<file path="src/rtl/craft_pkg.sv">
// craft_pkg: shared definitions for the CRAFT-64 round sequencer.
//   - cipher geometry (NUM_ROUNDS, STATE_W, KEY_W)
//   - round-constant LFSR seeds (RC_A_INIT, RC_B_INIT)
//   - sequencer FSM state encoding
//   - rc_pack(): assembles the 8-bit round constant {a, 1'b0, b}
package craft_pkg;

  localparam int unsigned NUM_ROUNDS = 32;
  localparam int unsigned STATE_W    = 64;
  localparam int unsigned KEY_W      = 128;

  localparam logic [3:0] RC_A_INIT = 4'h1;
  localparam logic [2:0] RC_B_INIT = 3'h1;

  typedef enum logic [1:0] {
    SEQ_IDLE = 2'd0,
    SEQ_RUN  = 2'd1,
    SEQ_DONE = 2'd2
  } seq_state_e;

  function automatic logic [7:0] rc_pack(input logic [3:0] a, input logic [2:0] b);
    return {a, 1'b0, b};
  endfunction

endpackage

</file>
<file path="src/rtl/craft_round_sequencer_if.sv">
// craft_round_sequencer_if: all non-clock signals of the CRAFT-64 round sequencer.
//   Block input handshake : in_valid, in_ready, plaintext, tweak, key
//   Block output handshake: out_valid, out_ready, ciphertext
//   Key schedule link     : ks_key, ks_tweak, ks_r (to schedule), ks_tk (from schedule)
//   Round datapath link   : rd_din, rd_tk, rd_rc, rd_last (to round), rd_dout (from round)
// Modports:
//   master : the sequencer itself (it owns the round datapath and key schedule inputs)
//   slave  : the surrounding system (bus wrapper, craft_round, craft_key_schedule)
interface craft_round_sequencer_if #(
  parameter int unsigned STATE_W = craft_pkg::STATE_W,
  parameter int unsigned KEY_W   = craft_pkg::KEY_W
);

  logic               in_valid;
  logic               in_ready;
  logic [STATE_W-1:0] plaintext;
  logic [STATE_W-1:0] tweak;
  logic [KEY_W-1:0]   key;

  logic               out_valid;
  logic               out_ready;
  logic [STATE_W-1:0] ciphertext;

  logic [KEY_W-1:0]   ks_key;
  logic [STATE_W-1:0] ks_tweak;
  logic [7:0]         ks_r;
  logic [STATE_W-1:0] ks_tk;

  logic [STATE_W-1:0] rd_din;
  logic [STATE_W-1:0] rd_tk;
  logic [7:0]         rd_rc;
  logic               rd_last;
  logic [STATE_W-1:0] rd_dout;

  modport master (
    input  in_valid, plaintext, tweak, key, out_ready, ks_tk, rd_dout,
    output in_ready, out_valid, ciphertext, ks_key, ks_tweak, ks_r,
           rd_din, rd_tk, rd_rc, rd_last
  );

  modport slave (
    output in_valid, plaintext, tweak, key, out_ready, ks_tk, rd_dout,
    input  in_ready, out_valid, ciphertext, ks_key, ks_tweak, ks_r,
           rd_din, rd_tk, rd_rc, rd_last
  );

endinterface

</file>
<file path="src/rtl/craft_rc_lfsr.sv">
// craft_rc_lfsr: on-chip CRAFT round-constant generator.
//   clk    in  clock (posedge)
//   rst    in  synchronous active-high reset -> a=RC_A_INIT, b=RC_B_INIT
//   load_i in  reseed both LFSRs (new block accepted)
//   step_i in  advance both LFSRs by one round
//   rc_o   out current round constant {a, 1'b0, b}
// Both LFSRs shift right with new MSB = bit0 ^ bit1 (4-bit and 3-bit).
module craft_rc_lfsr (
  input  logic       clk,
  input  logic       rst,
  input  logic       load_i,
  input  logic       step_i,
  output logic [7:0] rc_o
);
  import craft_pkg::*;

  logic [3:0] a_q, a_d;
  logic [2:0] b_q, b_d;

  always_comb begin
    a_d = a_q;
    b_d = b_q;
    if (load_i) begin
      a_d = RC_A_INIT;
      b_d = RC_B_INIT;
    end else if (step_i) begin
      a_d = {a_q[0] ^ a_q[1], a_q[3:1]};
      b_d = {b_q[0] ^ b_q[1], b_q[2:1]};
    end
  end

  always_ff @(posedge clk) begin
    if (rst) begin
      a_q <= RC_A_INIT;
      b_q <= RC_B_INIT;
    end else begin
      a_q <= a_d;
      b_q <= b_d;
    end
  end

  assign rc_o = rc_pack(a_q, b_q);

endmodule

</file>
<file path="src/rtl/craft_round_sequencer.sv">
// craft_round_sequencer: iterative controller for CRAFT-64.
//   Accepts {plaintext, tweak, key}, runs NUM_ROUNDS passes through the external
//   combinational craft_round (one per cycle), feeding it the tweakey from the
//   external craft_key_schedule and an on-chip round constant, then returns the
//   ciphertext over a valid/ready handshake.
// Ports:
//   clk  in   single clock, posedge
//   rst  in   synchronous active-high reset
//   bus  craft_round_sequencer_if.master (handshakes, key schedule and round links)
// Build option:
//   CRAFT_SEQ_B2B_ACCEPT_EN - when defined, in_ready is also high in DONE while
//   out_ready is high, so a new block can be loaded on the ciphertext handshake edge.
module craft_round_sequencer #(
  parameter int unsigned NUM_ROUNDS = craft_pkg::NUM_ROUNDS,
  parameter int unsigned STATE_W    = craft_pkg::STATE_W,
  parameter int unsigned KEY_W      = craft_pkg::KEY_W
) (
  input  logic                   clk,
  input  logic                   rst,
  craft_round_sequencer_if.master bus
);
  import craft_pkg::*;

  localparam int unsigned     RND_W    = (NUM_ROUNDS > 1) ? $clog2(NUM_ROUNDS) : 1;
  localparam logic [RND_W-1:0] LAST_RND = RND_W'(NUM_ROUNDS - 1);

  seq_state_e         fsm_q, fsm_d;
  logic [STATE_W-1:0] state_q, state_d;
  logic [STATE_W-1:0] tweak_q, tweak_d;
  logic [KEY_W-1:0]   key_q, key_d;
  logic [RND_W-1:0]   round_q, round_d;
  logic               in_ready;
  logic               accept;
  logic               step;
  logic               last_rnd;
  logic [7:0]         rc;

  assign last_rnd = (round_q == LAST_RND);

  always_ff @(posedge clk) begin
    if (rst) begin
      fsm_q   <= SEQ_IDLE;
      state_q <= '0;
      tweak_q <= '0;
      key_q   <= '0;
      round_q <= '0;
    end else begin
      fsm_q   <= fsm_d;
      state_q <= state_d;
      tweak_q <= tweak_d;
      key_q   <= key_d;
      round_q <= round_d;
    end
  end

  always_comb begin
    fsm_d    = fsm_q;
    state_d  = state_q;
    tweak_d  = tweak_q;
    key_d    = key_q;
    round_d  = round_q;
    in_ready = 1'b0;
    step     = 1'b0;
    accept   = 1'b0;

    case (fsm_q)
      SEQ_IDLE: in_ready = 1'b1;
      SEQ_RUN: begin
        step    = 1'b1;
        state_d = bus.rd_dout;
        if (last_rnd) begin
          round_d = '0;
          fsm_d   = SEQ_DONE;
        end else begin
          round_d = round_q + RND_W'(1);
        end
      end
      SEQ_DONE: begin
        if (bus.out_ready) fsm_d = SEQ_IDLE;
`ifdef CRAFT_SEQ_B2B_ACCEPT_EN
        in_ready = bus.out_ready;
`endif
      end
      default: fsm_d = SEQ_IDLE;
    endcase

    // Accept overrides the DONE->IDLE transition so a back-to-back load goes
    // straight to RUN; in the default build accept can only happen from IDLE.
    accept = in_ready & bus.in_valid;
    if (accept) begin
      state_d = bus.plaintext;
      key_d   = bus.key;
      tweak_d = bus.tweak;
      round_d = '0;
      fsm_d   = SEQ_RUN;
    end
  end

  craft_rc_lfsr u_rc_lfsr (
    .clk    (clk),
    .rst    (rst),
    .load_i (accept),
    .step_i (step),
    .rc_o   (rc)
  );

  assign bus.in_ready   = in_ready;
  assign bus.out_valid  = (fsm_q == SEQ_DONE);
  assign bus.ciphertext = state_q;
  assign bus.ks_key     = key_q;
  assign bus.ks_tweak   = tweak_q;
  assign bus.ks_r       = 8'(round_q);
  assign bus.rd_din     = state_q;
  assign bus.rd_tk      = bus.ks_tk;
  assign bus.rd_rc      = rc;
  assign bus.rd_last    = last_rnd;

endmodule

</file>
<file path="src/flat_wrapper.sv">
// flat-port wrapper written by rule: the top's interface ports become plain ports
module craft_round_sequencer_flat import craft_pkg::*;
#(
  parameter int unsigned NUM_ROUNDS = craft_pkg::NUM_ROUNDS,
  parameter int unsigned STATE_W    = craft_pkg::STATE_W,
  parameter int unsigned KEY_W      = craft_pkg::KEY_W
)
  (clk, rst, bus_in_valid, bus_plaintext, bus_tweak, bus_key, bus_out_ready, bus_ks_tk, bus_rd_dout, bus_in_ready, bus_out_valid, bus_ciphertext, bus_ks_key, bus_ks_tweak, bus_ks_r, bus_rd_din, bus_rd_tk, bus_rd_rc, bus_rd_last);
  craft_round_sequencer_if #(.STATE_W(STATE_W), .KEY_W(KEY_W)) bus_i ();
  input  logic clk;
  input  logic rst;
  input wire logic [$bits(bus_i.in_valid)-1:0] bus_in_valid;
  input wire logic [$bits(bus_i.plaintext)-1:0] bus_plaintext;
  input wire logic [$bits(bus_i.tweak)-1:0] bus_tweak;
  input wire logic [$bits(bus_i.key)-1:0] bus_key;
  input wire logic [$bits(bus_i.out_ready)-1:0] bus_out_ready;
  input wire logic [$bits(bus_i.ks_tk)-1:0] bus_ks_tk;
  input wire logic [$bits(bus_i.rd_dout)-1:0] bus_rd_dout;
  output wire logic [$bits(bus_i.in_ready)-1:0] bus_in_ready;
  output wire logic [$bits(bus_i.out_valid)-1:0] bus_out_valid;
  output wire logic [$bits(bus_i.ciphertext)-1:0] bus_ciphertext;
  output wire logic [$bits(bus_i.ks_key)-1:0] bus_ks_key;
  output wire logic [$bits(bus_i.ks_tweak)-1:0] bus_ks_tweak;
  output wire logic [$bits(bus_i.ks_r)-1:0] bus_ks_r;
  output wire logic [$bits(bus_i.rd_din)-1:0] bus_rd_din;
  output wire logic [$bits(bus_i.rd_tk)-1:0] bus_rd_tk;
  output wire logic [$bits(bus_i.rd_rc)-1:0] bus_rd_rc;
  output wire logic [$bits(bus_i.rd_last)-1:0] bus_rd_last;
  assign bus_i.in_valid = bus_in_valid;
  assign bus_i.plaintext = bus_plaintext;
  assign bus_i.tweak = bus_tweak;
  assign bus_i.key = bus_key;
  assign bus_i.out_ready = bus_out_ready;
  assign bus_i.ks_tk = bus_ks_tk;
  assign bus_i.rd_dout = bus_rd_dout;
  assign bus_in_ready = bus_i.in_ready;
  assign bus_out_valid = bus_i.out_valid;
  assign bus_ciphertext = bus_i.ciphertext;
  assign bus_ks_key = bus_i.ks_key;
  assign bus_ks_tweak = bus_i.ks_tweak;
  assign bus_ks_r = bus_i.ks_r;
  assign bus_rd_din = bus_i.rd_din;
  assign bus_rd_tk = bus_i.rd_tk;
  assign bus_rd_rc = bus_i.rd_rc;
  assign bus_rd_last = bus_i.rd_last;
  craft_round_sequencer #(.NUM_ROUNDS(NUM_ROUNDS), .STATE_W(STATE_W), .KEY_W(KEY_W)) u_core (.clk(clk), .rst(rst), .bus(bus_i));
endmodule
</file>
<file path="config.mk">
export PLATFORM = sky130hd
export DESIGN_NAME = craft_round_sequencer_flat
export DESIGN_NICKNAME = d
export VERILOG_FILES = /design/src/rtl/craft_pkg.sv /design/src/rtl/craft_round_sequencer_if.sv /design/src/rtl/craft_rc_lfsr.sv /design/src/rtl/craft_round_sequencer.sv /design/src/flat_wrapper.sv
export SDC_FILE = /design/constraint.sdc
export NUM_CORES = 1
export LEC_CHECK = 0
export CAP_MARGIN = 25
export CORE_AREA = 8 8 301 303
export CTS_BUF_LIST = sky130_fd_sc_hd__clkbuf_8
export CTS_CLUSTER_DIAMETER = 150
export CTS_CLUSTER_SIZE = 28
export DETAILED_ROUTE_END_ITERATION = 16
export DIE_AREA = 0 0 309 311
export GPL_ROUTABILITY_DRIVEN = 0
export PLACE_DENSITY = 0.34
export SLEW_MARGIN = 10
export SYNTH_ARGS = -nofsm -noshare
export SYNTH_HDL_FRONTEND = slang
export SYNTH_HIERARCHICAL = 1
export SYNTH_SLANG_ARGS = --single-unit
</file>
<file path="constraint.sdc">
create_clock -name clk -period 2.6 [get_ports clk]
set_clock_uncertainty 0.05 [all_clocks]
set_input_delay 0.26 -clock clk [delete_from_list [all_inputs] [get_ports clk]]
set_output_delay 0.26 -clock clk [all_outputs]
set_load 0.02 [all_outputs]
</file>
==> metrics.log, run 1 <==
INFO  metric synth.cell_area = 11800 µm²
INFO  metric grt_pass1_wl = 87200 µm
INFO  metric core_area = 85900 µm²
INFO  metric dp.final_hpwl = 43800 µm
INFO  metric relSlewSlack = 47.9%
INFO  metric cts-buffers-inserted = 14
INFO  metric rows = 108
INFO  metric tritoncts_num_sinks = 270
INFO  metric dp_cells = 3108
INFO  metric port-buffer-count = 658
INFO  metric finalCoreUtilization = 23.7%
INFO  metric timing.hold.worst.start = bus_key[54]
INFO  metric timing.final.hold_violations = 0
INFO  metric startpoint_type = flop
INFO  metric post_drt_wl_per_cell = 18.2 µm
INFO  metric synthesis.area_per_instance = 7.75 µm²
INFO  metric drt_first_iter_violations = 522
INFO  metric multiInputGateArea = 4570 µm²
INFO  metric grt_start_max_net_pins = 85
INFO  metric wirelength = 59900 µm
INFO  metric die_x_extent = 309 µm
INFO  metric drtAntennaViolNets = 0
INFO  metric synthesis.yosys.warnings = 6
INFO  metric outcome = finished clean
INFO  metric setup-tns-final = 0 ns
INFO  metric max_cap_viol_count = 0
INFO  metric fp.dieH = 311 µm
INFO  metric finalNonFillerCells = 3290
INFO  metric cts_buffer_depth = 3
INFO  metric pwr_density_cell = 479 nW/µm²
INFO  metric cts_root_buf = sky130_fd_sc_hd__clkbuf_8
INFO  metric grt_use_total = 11.7%
INFO  metric synth.distinct_cells = 30
INFO  metric report.final.slew_viol_count = 0
INFO  metric crit_chain = buf_16, nor2_1, clkdlybuf4s50_1
INFO  metric synth.yosys.seq_area_share = 45.9%
INFO  metric cts-htree-levels = 1
INFO  metric route.detailed.vias_per_inst = 3.74
INFO  metric first_global_vias = 12.8k
INFO  metric cp_top_family = buffers and inverters
INFO  metric worst_hold_slack = 0.0976 ns
INFO  metric drt_pre_antenna_iters = 5
INFO  metric crit_path_top_delay_cell = sky130_fd_sc_hd__clkdlybuf4s50_1
INFO  metric critPathKind = flop to output port
INFO  metric detailroute.via_count = 12.3k
INFO  metric power = 9770 µW
INFO  metric critPathLaunch = u_core/fsm_q[1]
INFO  metric syn-instance-count = 1518
INFO  metric clock_insertion_delay_worst_skew = 0.60 ns
INFO  metric num-fill-cells = 9530
INFO  metric post_route_cells_drive_above_1_share = 5.49%
INFO  metric worst_pin_slew = 0.782 ns
INFO  metric final.period_utilization = 91.4%
INFO  metric buf_inv_stages_crit_path = 2
INFO  metric io_pins = 791
INFO  metric post-route-min-period = 2.38 ns
INFO  metric die_area = 96100 µm²
INFO  metric hold_class = input port to flop
INFO  metric worstPathArrival = 2.07 ns
INFO  metric area_delta_synth_final = 73.4%
INFO  metric finalNetCount = 2518
INFO  metric total_leakage_power = 0.00744 µW
INFO  metric drc_errors = 0
INFO  metric r2r-start = u_core/fsm_q[0]
INFO  metric grt-ovfl-total = 0
INFO  metric fmax = 421 MHz
INFO  metric timing.critical_path.slowest_cell_delay = 0.67 ns
INFO  metric rsz0062_at_grt = no
INFO  metric synth_seq_cells = 270
INFO  metric initial_core_utilization = 13.7%
INFO  metric tritoncts = done
INFO  metric antenna_found_initial = 7
INFO  metric setup_viol_count_final = 0
INFO  metric crit_required = 2.29 ns
INFO  metric path_clk_slew = 0.19 ns
INFO  metric sequential_cell_area = 5410 µm²
INFO  metric kind_of_capture_point_of_the_worst_setup_path = output port
INFO  metric worst_ir_drop_vdd = 0.361 mV
INFO  metric crit_fanout = 66
cell usage after synthesis:
master                     count  area [µm²]
sky130_fd_sc_hd__or2_4         1        8.76
sky130_fd_sc_hd__xnor2_1       2        17.5
sky130_fd_sc_hd__inv_1        61         229
sky130_fd_sc_hd__dfxtp_1     270        5410
sky130_fd_sc_hd__clkinv_1      1        3.75
sky130_fd_sc_hd__nor3_1        3        15.0
sky130_fd_sc_hd__nand2_1     387        1450
sky130_fd_sc_hd__a211oi_1      3        22.5
sky130_fd_sc_hd__o22a_1        2        17.5
sky130_fd_sc_hd__nand2b_1      2        12.5
sky130_fd_sc_hd__and3_1        2        12.5
sky130_fd_sc_hd__o21ai_0       2        10.0
sky130_fd_sc_hd__o21a_1        1        7.51
sky130_fd_sc_hd__nor2_1      130         488
sky130_fd_sc_hd__nand3_1       1        5.00
sky130_fd_sc_hd__mux2i_1       8        80.1
sky130_fd_sc_hd__o221a_2      64         721
sky130_fd_sc_hd__a21oi_1     315        1580
sky130_fd_sc_hd__a22oi_1       1        7.51
sky130_fd_sc_hd__buf_1         8        30.0
sky130_fd_sc_hd__conb_1        2        7.51
sky130_fd_sc_hd__or3_1         2        12.5
sky130_fd_sc_hd__ha_1          2        25.0
sky130_fd_sc_hd__buf_6        16         180
sky130_fd_sc_hd__or3b_1        1        8.76
sky130_fd_sc_hd__nor2b_1       6        37.5
sky130_fd_sc_hd__buf_2        21         105
sky130_fd_sc_hd__clkinv_2      1        5.00
sky130_fd_sc_hd__buf_4       133         998
sky130_fd_sc_hd__clkbuf_1     70         263
placed cells by master (no fill, tap or decap), types with 2 or more instances in the layout:
cell type / Yosys / final
sky130_fd_sc_hd__clkbuf_8: 0 / 16
sky130_fd_sc_hd__nor3_1: 3 / 3
sky130_fd_sc_hd__ha_1: 2 / 2
sky130_fd_sc_hd__inv_12: 0 / 2
sky130_fd_sc_hd__clkdlybuf4s50_1: 0 / 655
sky130_fd_sc_hd__nor2_1: 130 / 130
sky130_fd_sc_hd__mux2i_1: 8 / 8
sky130_fd_sc_hd__o21ai_0: 2 / 2
sky130_fd_sc_hd__diode_2: 0 / 3
sky130_fd_sc_hd__o22a_1: 2 / 2
sky130_fd_sc_hd__dfxtp_1: 270 / 268
sky130_fd_sc_hd__dlygate4sd3_1: 0 / 158
sky130_fd_sc_hd__o221a_2: 64 / 64
sky130_fd_sc_hd__nor2b_1: 6 / 5
sky130_fd_sc_hd__conb_1: 2 / 4
sky130_fd_sc_hd__buf_4: 133 / 16
sky130_fd_sc_hd__nand2_1: 387 / 387
sky130_fd_sc_hd__inv_6: 0 / 2
sky130_fd_sc_hd__buf_12: 0 / 8
sky130_fd_sc_hd__xnor2_1: 2 / 2
sky130_fd_sc_hd__or3_1: 2 / 2
sky130_fd_sc_hd__inv_1: 61 / 61
sky130_fd_sc_hd__a211oi_1: 3 / 3
sky130_fd_sc_hd__and3_1: 2 / 2
sky130_fd_sc_hd__clkinv_2: 1 / 2
sky130_fd_sc_hd__a21oi_1: 315 / 315
flip-flops by register name, indices dropped and copies added, names as in the netlist:
| name | flops |
|---|---|
| u_core/bus.ks_key | 128 |
| u_core/round_q | 5 |
| u_core/bus.ciphertext | 64 |
| u_core/u_rc_lfsr/a_q | 4 |
| u_core/bus.ks_tweak | 64 |
| u_core/fsm_q | 2 |
| u_core/u_rc_lfsr/b_q | 3 |
layout make-up:
type | count | share of cell area (%)
inverter | 63 | 1.18
multi-input combinational | 939 | 22.4
timing repair buffer | 840 | 41.5
clock buffer | 15 | 1.01
clock inverter | 5 | 0.252
tap | 1155 | 7.09
sequential | 270 | 26.5
antenna | 3 | 0.0368
path summary, 6_finish.rpt:
check | slack (ns) | end | cells past startpoint
max | 0.22 | bus_in_ready | 3
min | 0.1 | u_core/bus.ks_key[54] | 3
max reg2reg | 0.70 | u_core/round_q[2] | 5
min reg2reg | 0.41 | u_core/bus.ks_tweak[5] | 2
where the power goes:
| part | total [µW] | internal [µW] | switching [µW] |
|---|---|---|---|
| Combinational | 2940 | 1520 | 1420 |
| Clock | 2180 | 576 | 1600 |
| Sequential | 4650 | 4420 | 231 |
worst min-delay path, cell delays in order:
cell	delay, ns
sky130_fd_sc_hd__clkdlybuf4s50_1	0.41
sky130_fd_sc_hd__nand2_1	0.06
sky130_fd_sc_hd__a21oi_1	0.05
per-stage QoR:
stage / setup slack, ns / instance area, µm²
after floorplan: 0.818 / 11800
after global placement: 0.602 / 18500
after detailed placement: 0.585 / 18500
after CTS: 0.0165 / 20400
after global routing: 0.0619 / 20400
final: 0.223 / 20400
routing by layer:
layer | vias to the layer above | track usage [%] | share of wire (%)
met3 | 67 | 5.43 | 11
met1 | 5730 | 13.4 | 40
met5 | - | 0 | 0.080
li1 | 6028 | - | -
met2 | 486 | 19.5 | 46
met4 | 8 | 2.94 | 2.4
cell families (layout without fill, tap and decap cells):
family / after synthesis / after routing / synth area share (%)
adder cells (fa/ha/maj): 2 / 2 / 0.213
multiplexers: 8 / 8 / 0.681
AO/OA/AOI/OAI: 388 / 388 / 20.1
other: 2 / 7 / 0.0638
flip-flops: 270 / 270 / 45.9
AND/OR/NAND/NOR: 535 / 535 / 17.5
buffers and inverters: 311 / 923 / 15.4
XOR/XNOR: 2 / 2 / 0.149
repair_timing:
| item | in CTS | in global routing |
|---|---|---|
| setup endpoints to repair | 2 | 2 |
| resized for setup | 2 | 2 |
| hold endpoints to repair | 158 | 0 |
| setup buffers | 0 | 1 |
| hold buffers | 158 | 0 |
Power figures use the tool's default switching activity.
==> inputs of run 2 (changes only) <==
--- a/config.mk
+++ b/config.mk
@@ -5,7 +5,6 @@
 export SDC_FILE = /design/constraint.sdc
 export NUM_CORES = 1
 export LEC_CHECK = 0
-export CAP_MARGIN = 25
 export CORE_AREA = 8 8 301 303
 export CTS_BUF_LIST = sky130_fd_sc_hd__clkbuf_8
 export CTS_CLUSTER_DIAMETER = 150
@@ -13,6 +12,8 @@
 export DETAILED_ROUTE_END_ITERATION = 16
 export DIE_AREA = 0 0 309 311
 export GPL_ROUTABILITY_DRIVEN = 0
+export GPL_TIMING_DRIVEN = 0
+export HOLD_SLACK_MARGIN = 0.08
 export PLACE_DENSITY = 0.34
 export SLEW_MARGIN = 10
 export SYNTH_ARGS = -nofsm -noshare
==> metrics.log, run 2 (synthesized netlist as in run 1, its figures left out) <==
INFO  metric grt_start_max_net_pins = 29
INFO  metric detailroute.via_count = 13.6k
INFO  metric finalNetCount = 2816
INFO  metric dominant_cell_type_by_count_on_the_critical_path = sky130_fd_sc_hd__buf_4
INFO  metric die_area = 96100 µm²
INFO  metric worstPathArrival = 2.11 ns
INFO  metric buf_inv_stages_crit_path = 4
INFO  metric setup_viol_count_final = 0
INFO  metric grt_use_total = 14.3%
INFO  metric cts_buffer_depth = 3
INFO  metric max_reg_flops = 128
INFO  metric final.period_utilization = 93.1%
INFO  metric grt_pass1_wl = 103000 µm
INFO  metric tritoncts_num_sinks = 270
INFO  metric dp_cells = 3397
INFO  metric crit_chain = buf_4, clkbuf_4, buf_4, nor2_1, dlygate4sd2_1
INFO  metric drt_first_iter_violations = 521
INFO  metric power_report.internal_total = 6840 µW
INFO  metric cts.repair_timing.setup_buffer_count = 0
INFO  metric wirelength = 73100 µm
INFO  metric layout.cells.most_common_list = sky130_fd_sc_hd__clkdlybuf4s50_1, sky130_fd_sc_hd__nand2_1, sky130_fd_sc_hd__a21oi_1, sky130_fd_sc_hd__dfxtp_1, sky130_fd_sc_hd__dlygate4sd3_1
INFO  metric report.final.slew_viol_count = 0
INFO  metric first_global_vias = 14.2k
INFO  metric crit_path_top_delay_cell = sky130_fd_sc_hd__dfxtp_1
INFO  metric timing.critical_path.slowest_cell_delay = 0.37 ns
INFO  metric port-buffer-count = 721
INFO  metric cts-buffers-inserted = 15
INFO  metric worst_ir_drop_vdd = 0.292 mV
INFO  metric kind_of_capture_point_of_the_worst_setup_path = output port
INFO  metric critPathKind = flop to output port
INFO  metric timing.final.hold_violations = 0
INFO  metric crit_fanout = 10
INFO  metric pwr_density_cell = 465 nW/µm²
INFO  metric drc_errors = 0
INFO  metric relSlewSlack = 33.1%
INFO  metric crit_required = 2.29 ns
INFO  metric total_leakage_power = 0.00853 µW
INFO  metric finalCoreUtilization = 26.1%
INFO  metric clock_insertion_delay_worst_skew = 0.64 ns
INFO  metric die_x_extent = 309 µm
INFO  metric antenna_found_initial = 19
INFO  metric core_area = 85900 µm²
INFO  metric io_pins = 791
INFO  metric cp_top_family = buffers and inverters
INFO  metric dp.final_hpwl = 59200 µm
INFO  metric switching_share = 34.4%
INFO  metric post_route_cells_drive_above_1_share = 10.8%
INFO  metric route.detailed.vias_per_inst = 3.79
INFO  metric area_delta_synth_final = 90.8%
INFO  metric rsz0062_at_grt = no
INFO  metric clock_power_share = 22.2%
INFO  metric final_common_cell = sky130_fd_sc_hd__clkdlybuf4s50_1
INFO  metric max_cap_viol_count = 0
INFO  metric power.switching = 3580 µW
INFO  metric initial_core_utilization = 13.7%
INFO  metric drt_pre_antenna_iters = 4
INFO  metric grt-ovfl-total = 0
INFO  metric p_seq_share = 44.7%
INFO  metric hold_class = input port to flop
INFO  metric startpoint_type = flop
INFO  metric post-route-min-period = 2.42 ns
INFO  metric finalNonFillerCells = 3592
INFO  metric drtAntennaViolNets = 0
INFO  metric cts_root_buf = sky130_fd_sc_hd__clkbuf_8
INFO  metric rows = 108
INFO  metric path_clk_slew = 0.19 ns
INFO  metric fmax = 413 MHz
INFO  metric outcome = finished clean
INFO  metric fp.dieH = 311 µm
INFO  metric tritoncts = done
INFO  metric cts-htree-levels = 1
INFO  metric worst_pin_slew = 1.00 ns
INFO  metric share_comb_of_total_power = 33.2%
INFO  metric worst_hold_slack = 0.136 ns
INFO  metric post_drt_wl_per_cell = 20.4 µm
==> run 2: tightest hold or removal path: cells and delay by family <==
family | cells | cell delay, ns
buf+inv | 1 | 0.41
compound gates | 1 | 0.05
simple gates | 1 | 0.06
==> run 2: routing by layer <==
metal / global-route usage [%] / vias to the layer above / share of wire, %
li1: - / 6637 / -
met1: 16.0 / 6380 / 39
met2: 25.1 / 536 / 48
met3: 6.09 / 58 / 10
met4: 2.76 / 16 / 2.0
met5: 0 / - / 0.14
==> run 2: power groups by stage <==
stage                     sequential (µW)  clock, µW  combinational, µW
after floorplan                      5030          0               1160
after global placement               4740          0               3290
after detailed placement             4750          0               3300
after CTS                            4670       2510               3540
after global routing                 4710       2620               3710
final                                4660       2310               3460
==> run 2: what timing repair did <==
| item | CTS | global route |
|---|---|---|
| cloned | 0 | 0 |
| gates resized for setup | 11 | 3 |
| setup endpoints to repair | 5 | 2 |
| pin swaps | 0 | 0 |
| hold buffers | 168 | 0 |
| hold endpoints to repair | 168 | 0 |
==> run 2: path summary, 6_finish.rpt <==
path,from,to,slack [ns],cells past startpoint
max,u_core/fsm_q[1],bus_in_ready,0.18,5
min,bus_tweak[63],u_core/bus.ks_tweak[63],0.14,3
min reg2reg,u_core/bus.ks_tweak[53],u_core/bus.ks_tweak[53],0.41,2
max reg2reg,u_core/fsm_q[1],u_core/bus.ciphertext[20],0.35,5
==> run 2: stage by stage <==
stage                     worst slack, ns  instance area [µm²]  TNS (ns)  power, µW
after global routing               0.0186                22400         0      11000
after CTS                         0.00793                22400         0      10700
after detailed placement           -0.712                20400    -28.80       8050
after global placement             -0.703                20400    -24.80       8030
after floorplan                     0.818                11800         0       6180
final                               0.180                22400         0      10400
==> run 2: area by class of cell <==
| class | instances | area [µm²] |
|---|---|---|
| Antenna cell | 7 | 17.5 |
| Buffer | 247 | 1590 |
| Clock buffer | 15 | 206 |
| Clock inverter | 6 | 83.8 |
| Fill cell | 9434 | 63500 |
| Inverter | 63 | 238 |
| Multi-Input combinational cell | 939 | 4550 |
| Sequential cell | 270 | 5410 |
| Tap cell | 1155 | 1450 |
| Timing Repair Buffer | 890 | 8910 |
==> inputs of run 3 (changes only) <==
--- a/config.mk
+++ b/config.mk
@@ -15,6 +15,7 @@
 export GPL_TIMING_DRIVEN = 0
 export HOLD_SLACK_MARGIN = 0.08
 export PLACE_DENSITY = 0.34
+export RECOVER_POWER = 25
 export SLEW_MARGIN = 10
 export SYNTH_ARGS = -nofsm -noshare
 export SYNTH_HDL_FRONTEND = slang
==> constraint.sdc (replaced) <==
create_clock -name clk -period 2.9 [get_ports clk]
set_clock_uncertainty 0.05 [all_clocks]
set_input_delay 0.29 -clock clk [delete_from_list [all_inputs] [get_ports clk]]
set_output_delay 0.29 -clock clk [all_outputs]
set_load 0.02 [all_outputs]
==> metrics.log, run 3 (synthesized netlist as in run 1, its figures left out) <==
INFO  metric outcome = finished clean
INFO  metric worst_pin_slew = 1.24 ns
INFO  metric cts-buffers-inserted = 15
INFO  metric timing.final.hold_violations = 0
INFO  metric final.period_utilization = 96.0%
INFO  metric post_drt_wl_per_cell = 20.5 µm
INFO  metric dp_cells = 3397
INFO  metric timing.hold.worst.start = bus_tweak[21]
INFO  metric fp.dieH = 311 µm
INFO  metric power = 9230 µW
INFO  metric grt_start_max_net_pins = 29
INFO  metric path_clk_slew = 0.19 ns
INFO  metric worstPathArrival = 2.44 ns
INFO  metric max_cap_viol_count = 0
INFO  metric final_common_cell = sky130_fd_sc_hd__clkdlybuf4s50_1
INFO  metric max_reg_flops = 128
INFO  metric drt_pre_antenna_iters = 4
INFO  metric worst_hold_slack = 0.144 ns
INFO  metric dp.final_hpwl = 59200 µm
INFO  metric cts_root_buf = sky130_fd_sc_hd__clkbuf_8
INFO  metric num-fill-cells = 9472
INFO  metric kind_of_capture_point_of_the_worst_setup_path = output port
INFO  metric cts-htree-levels = 1
INFO  metric initial_core_utilization = 13.7%
INFO  metric io_pins = 791
INFO  metric report.final.slew_viol_count = 0
INFO  metric die_area = 96100 µm²
INFO  metric crit_fanout = 19
INFO  metric layout.cells.most_common_list = sky130_fd_sc_hd__clkdlybuf4s50_1, sky130_fd_sc_hd__nand2_1, sky130_fd_sc_hd__a21oi_1, sky130_fd_sc_hd__dfxtp_1, sky130_fd_sc_hd__dlygate4sd3_1
INFO  metric grt_pass1_wl = 102000 µm
INFO  metric antenna_found_initial = 19
INFO  metric rows = 108
INFO  metric r2r_cells = 7
INFO  metric sequential_cell_area = 5410 µm²
INFO  metric detailroute.via_count = 13.5k
INFO  metric drtAntennaViolNets = 0
INFO  metric port-buffer-count = 721
INFO  metric clock_insertion_delay_worst_skew = 0.63 ns
INFO  metric relSlewSlack = 17.5%
INFO  metric total_leakage_power = 0.00853 µW
INFO  metric route.detailed.vias_per_inst = 3.80
INFO  metric post_route_cells_drive_above_1_share = 10.8%
INFO  metric pwr_density_cell = 421 nW/µm²
INFO  metric critPathLaunch = u_core/fsm_q[1]
INFO  metric startpoint_type = flop
INFO  metric post-route-min-period = 2.78 ns
INFO  metric finalNonFillerCells = 3539
INFO  metric drt_first_iter_violations = 576
INFO  metric hold_class = input port to flop
INFO  metric setup_viol_count_final = 0
INFO  metric worst_r2r_endpoint = u_core/bus.ks_tweak[52]
INFO  metric grt_use_total = 14.2%
INFO  metric crit_required = 2.56 ns
INFO  metric critPathKind = flop to output port
INFO  metric worstSetupEndpoint = bus_out_valid
INFO  metric die_x_extent = 309 µm
INFO  metric r2r-start = u_core/fsm_q[0]
INFO  metric cts_buffer_depth = 3
INFO  metric core_area = 85900 µm²
INFO  metric worst_ir_drop_vdd = 0.260 mV
INFO  metric multiInputGateArea = 4550 µm²
INFO  metric grt-ovfl-total = 0
INFO  metric area_delta_synth_final = 86.3%
INFO  metric fmax = 359 MHz
INFO  metric finalNetCount = 2765
INFO  metric setup.reg_to_reg.worst_slack = 0.29 ns
INFO  metric first_global_vias = 14.0k
INFO  metric tritoncts_num_sinks = 270
INFO  metric tritoncts = done
INFO  metric drc_errors = 0
INFO  metric wirelength = 72600 µm
INFO  metric rsz0062_at_grt = no
run 3: cell count changes in the layout (fill, tap and decap cells not counted), sizes merged, moves of 2 or more:
cell,change
buf,-2
dlygate4sd3,+83
clkdlybuf4s50,-131
diode,-2
run 3: area by class of cell:
class | count | share of cell area, %
inverters | 63 | 1.08
clock buffers | 15 | 0.942
well taps | 1155 | 6.59
flip-flops and latches | 270 | 24.7
repair buffers | 840 | 38.4
diodes | 5 | 0.0571
clock inverters | 6 | 0.382
plain buffers | 246 | 7.14
multi-input cells | 939 | 20.8
run 3: report_power, final:
part / internal [µW] / total [µW] / switching [µW]
Combinational: 1540 / 3000 / 1460
Sequential: 3970 / 4170 / 206
Clock: 549 / 2060 / 1510
Total: 6050 / 9230 / 3180
run 3: routing by layer:
metal | vias up | global-route usage (%) | part of all wire, % | wire length [µm]
met5 | - | 0 | 0.15 | 111
met4 | 16 | 2.55 | 1.9 | 1380
met3 | 54 | 6.19 | 10 | 7600
met2 | 538 | 24.9 | 48 | 34900
met1 | 6308 | 15.9 | 39 | 28600
li1 | 6535 | - | - | -
run 3: worst min path at each step:
stage,end,slack (ns),cells past startpoint
after CTS,u_core/bus.ks_key[119],0.08,3
after global placement,u_core/bus.ks_key[0],0.39,2
after floorplan,u_core/u_rc_lfsr/a_q[0],0.34,2
after global routing,u_core/bus.ks_tweak[21],0.1,3
final,u_core/bus.ks_tweak[21],0.14,3
after detailed placement,u_core/bus.ks_key[117],0.40,2
run 3: timing repair:
item	in CTS	in global routing
pin swaps	0	0
buffers inserted	0	0
endpoints found under the setup margin	2	2
hold endpoints to repair	118	0
hold buffers	118	0
gates resized for setup	2	3
run 3: critical path, stage by stage, from the launching register on:
cell,delay (ns)
sky130_fd_sc_hd__dfxtp_1,0.36
sky130_fd_sc_hd__buf_2,0.38
sky130_fd_sc_hd__nor2b_1,0.28
sky130_fd_sc_hd__clkdlybuf4s50_1,0.79
run 3: per-stage QoR:
stage	area (µm²)	setup TNS [ns]	util, %	setup slack (ns)
after global routing	21900	0	25.5	0.00642
after floorplan	11800	0	-	1.12
after global placement	20400	-4.23	23.8	-0.433
after CTS	21900	0	25.5	0.0569
after detailed placement	20400	-4.33	23.8	-0.442
final	21900	0	25.5	0.117
==> RTL edit 1: new RTL, config.mk and constraints of run 3 <==
The package constant `NUM_ROUNDS` goes from 32 to 16.
--- a/src/rtl/craft_pkg.sv
+++ b/src/rtl/craft_pkg.sv
@@ -5,7 +5,7 @@
 //   - rc_pack(): assembles the 8-bit round constant {a, 1'b0, b}
 package craft_pkg;
 
-  localparam int unsigned NUM_ROUNDS = 32;
+  localparam int unsigned NUM_ROUNDS = 16;
   localparam int unsigned STATE_W    = 64;
   localparam int unsigned KEY_W      = 128;
 
Function: same outputs for any inputs over 4 cycles, from zero or initial values and one cycle with rst high; that may be too few to reach the edited logic, so the function may still have changed.
==> RTL edit 1 against run 3 <==
Routed wire length increased by 2.4%; area after synthesis decreased by 0.41%; combinational power decreased by 8.7%; sequential cell count decreased by 1; hold slack improved by 0.015 ns; final cell count decreased by 2.0%; power decreased by 4.2%; non-clock buffer count decreased by 77; sequential share of layout area increased by 0.88 points; setup slack improved by 0.025 ns; via count decreased by 2.9%; cell area decreased by 3.8%; largest cell class unchanged; highest routed layer unchanged.
==> RTL edit 1: results (changes against run 3) <==
| Metric | Value |
|---|---|
| Post-synthesis average cell area | 7.72 µm² (-0.35%) |
| WL final | 74,300 µm (+2.4%) |
| Yosys cell types | 31 (+3.3%) |
| Via density | 3.77 (-0.87%) |
| HP Start | bus_key[11] |
| # fillers | 9,516 (+0.46%) |
| DRT iter0 DRCs | 755 (+31%) |
| Crit-path max FO | 10 (-9) |
| Top cells by area, synth | dfxtp_1, a21oi_1, nand2_1 |
| Fin cells | 3,468 (-2.0%) |
| Placed inst area | 20,400 µm² (-0.29%) |
| Status | finished clean |
| Placed cells | 3,396 (-0.029%) |
| Crit. Startpoint | u_core/fsm_q[0] |
| Area Growth Syn to Fin | 80.0% |
| Layout Nets | 2,685 (-2.9%) |
| Pre-antenna DRT Iters | 5 (+1) |
| VDD IR max | 0.281 mV (+8.0%) |
| Leakage | 0.00813 µW (-4.7%) |
| Register area share after synthesis | 46.0% (about the same) |
| Share of post-route cells with drive strength above 1 | 10.8% (-0.050 points) |
| Num CTS Buffers | 13 (-2) |
| Number of antenna violations at the first check in global routing | 18 (-1) |
| Hpwl dp | 61,100 µm (+3.3%) |
| Clock transition at path regs | 0.21 ns (+0.02 ns) |
==> RTL edit 1: kinds of logic after synthesis <==
group / synth area share [%]
and+or+nand+nor: 18.1
AOI/OAI and AO/OA: 19.7
buffers and inverters: 15.3
DFF: 46.0
muxes: 0.513
xor gates and xnor gates: 0.224
other: 0.0641
adders and majority gates: 0.107
==> RTL edit 1: layout make-up <==
| class | count | area share, % |
|---|---|---|
| multi-input combinational | 941 | 21.6 |
| clock inverter | 3 | 0.309 |
| timing repair buffer | 762 | 36.2 |
| sequential | 269 | 25.5 |
| clock buffer | 13 | 0.848 |
| inverter | 62 | 1.10 |
| tap | 1155 | 6.85 |
| antenna | 16 | 0.190 |
| buffer | 247 | 7.43 |
==> RTL edit 1: worst paths after layout <==
kind	to	slack [ns]	depth (start not counted)
setup reg to reg	u_core/bus.ks_key[106]	0.39	6
hold / removal	u_core/bus.ks_key[11]	0.16	3
setup / recovery	bus_in_ready	0.14	4
hold reg to reg	u_core/bus.ks_tweak[9]	0.41	2
==> RTL edit 1: power by group <==
part	leakage [µW]	switching, µW	internal, µW
Clock	0.000126	1350	599
Combinational	0.00578	1350	1400
Sequential	0.00222	217	3940
==> RTL edit 1: metal layers <==
metal  up-vias  GRT usage (%)  share of wire, %
li1       6383              -                 -
met4         2           4.47               2.1
met1      6228           16.7                40
met2       403           26.6                52
met3        50           3.64               6.3
met5         -              0             0.017
==> RTL edit 1: repair_timing <==
| action | CTS | global route |
|---|---|---|
| endpoints found under the hold margin | 41 | 0 |
| endpoints found under the setup margin | 3 | 1 |
| resized for setup | 9 | 0 |
| hold buffers | 41 | 0 |
==> RTL edit 1: worst max-delay path, cell delays in order (launching register included) <==
cell and delay [ns]:
dfxtp_1 0.51, clkbuf_4 0.32, buf_2 0.30, nor2_1 0.08
clkdlybuf4s50_1 0.59
==> RTL edit 2: new RTL, settings of run 3 <==
Without the edit above. Re-encode `seq_state_e` (3 states) as one-hot, 3 bits wide.
--- a/src/rtl/craft_pkg.sv
+++ b/src/rtl/craft_pkg.sv
@@ -12,10 +12,10 @@
   localparam logic [3:0] RC_A_INIT = 4'h1;
   localparam logic [2:0] RC_B_INIT = 3'h1;
 
-  typedef enum logic [1:0] {
-    SEQ_IDLE = 2'd0,
-    SEQ_RUN  = 2'd1,
-    SEQ_DONE = 2'd2
+  typedef enum logic [2:0] {
+    SEQ_IDLE = 3'b001,
+    SEQ_RUN  = 3'b010,
+    SEQ_DONE = 3'b100
   } seq_state_e;
 
   function automatic logic [7:0] rc_pack(input logic [3:0] a, input logic [2:0] b);
Check against the original RTL: same outputs for any inputs over 4 cycles, from zero or initial values and one cycle with rst high; so few cycles prove little.
==> RTL edit 2 against run 3 <==
Cell area down 1.6%; final cell count down 2.0%; routed wire length down 5.3%; sequential cell count up 1; sequential share of layout area up 0.50 points; power down 1.3%; hold slack better by 0.020 ns; area after synthesis down 6.9%; setup slack better by 0.16 ns; clock power down 5%.
==> RTL edit 2: results (changes against run 3) <==
| Metric | Value |
|---|---|
| Status | finished clean |
| Pre-antenna DRT Iters | 4 (unchanged) |
| Clock Tree Root | clkbuf_8 |
| VDD IR max | 0.273 mV (+5.1%) |
| Total power | 9120 µW (-1.3%) |
| # fillers | 9,450 (-0.23%) |
| Avg WL per Cell | 19.8 µm (-3.4%) |
| R2r endpoint | u_core/bus.ciphertext[25] |
| HP Start | bus_key[47] |
| Post-synthesis average cell area | 7.85 µm² (+1.3%) |
| Crit-path max FO | 10 (-9) |
| Synth Area in Compound Gates | 14.5% (-5.6 points) |
| Share of post-route cells with drive strength above 1 | 8.24% (-2.6 points) |
| DRT iter0 DRCs | 417 (-28%) |
| Largest register FFs | 128 (unchanged) |
| Num CTS Buffers | 14 (-1) |
| Placed inst area | 19,600 µm² (-4.0%) |
| Critical Path AT | 3.18 ns (+0.74 ns) |
| Most instantiated cells after synthesis | nand2_1, dfxtp_1, a21oi_1, buf_4, nor2_1 |
| Worst-skew pair later-pin latency | 0.60 ns (-0.03 ns) |
| Largest net degree at the start of global routing | 29 (unchanged) |
| P_seq | 4180 µW (about the same) |
| Post-synthesis adder-cell area fraction | 0.228% (+0.016 points) |
| HP Class | input port to flip-flop |
| Via density | 3.68 (-3.2%) |
| Clock transition at path regs | 0.20 ns |
| Hpwl dp | 56,500 µm (-4.6%) |
| Reg2Reg Setup Slack | 0.28 ns |
| Fin cells | 3,467 (-2.0%) |
| Crit. Startpoint | u_core/fsm_q[1] |
| Yosys cell types | 33 (+10%) |
| Sink of the worst hold path | u_core/bus.ks_key[47] |
| Setup CP Type | flip-flop to flip-flop |
| Reg2reg path depth | 8 (+1) |
| GRT Util Overall | 13.5% (-0.72 points) |
| Relative slew slack | 33.2% (+16 points) |
| Post-synthesis xor/xnor area fraction | 0.240% (+0.091 points) |
| YS warnings | 6 (unchanged) |
| Post-CTS Repair Setup Buffers | 0 (unchanged) |
| Final min period | 2.62 ns (-0.158 ns) |
| Finish-stage setup viols | 0 (unchanged) |
| Cell with the largest stage delay on the worst path | dlygate4sd3_1 |
| Dpl ws | 0.121 ns (+0.563 ns) |
| Number of antenna violations at the first check in global routing | 15 (-4) |
| Power in the clock group | 1960 µW (-5%) |
| Register area share after synthesis | 49.5% (+3.6 points) |
| First-pass GRT wire length | 96,900 µm (-5.1%) |
| Layout Nets | 2,689 (-2.7%) |
| Mux contribution to synthesized area | 0.640% (-0.041 points) |
| Net Sw Power | 3110 µW (-2.4%) |
| Hold Buf Count CTS | 165 (+40%) |
| Worst hold slack | 0.164 ns (+0.0199 ns) |
| Top cells by area, synth | dfxtp_1, nand2_1, buf_4 |
| CTS resizes | 1 (-1) |
| Port Buffer Count | 722 (+0.14%) |
| Max stage delay on crit path | 0.57 ns (-0.22 ns) |
| Vias in the first global route | 13,700 (-2.3%) |
| Placed cells | 3,274 (-3.6%) |
| Leakage | 0.00814 µW (-4.6%) |
==> RTL edit 2: cell types whose count changed in the layout (fill, tap and decap cells not counted), moves of 59 or more <==
cell | run 3 | this run
nand2_1 | 387 | 515
a21oi_1 | 315 | 194
dlygate4sd3_1 | 251 | 328
a311oi_1 | 0 | 64
o221a_2 | 64 | 0
nor2_1 | 130 | 71
==> RTL edit 2: layer usage <==
layer  up-vias  wire (µm)  GRT usage [%]
met2       504      35100           25.2
met5         -         74              0
li1       6212          -              -
met1      5979      25200           13.9
met4         8       1400           2.64
met3        57       7020           5.58
==> RTL edit 2: cell type report <==
type	instances	area, µm²	share of cell area, %
sequential	271	5430	25.2
multi-input combinational	887	4060	18.8
buffer	235	1460	6.77
clock buffer	15	206	0.957
timing repair buffer	887	8880	41.2
clock inverter	7	61.3	0.284
inverter	3	16.3	0.0754
tap	1155	1450	6.70
antenna	7	17.5	0.0812
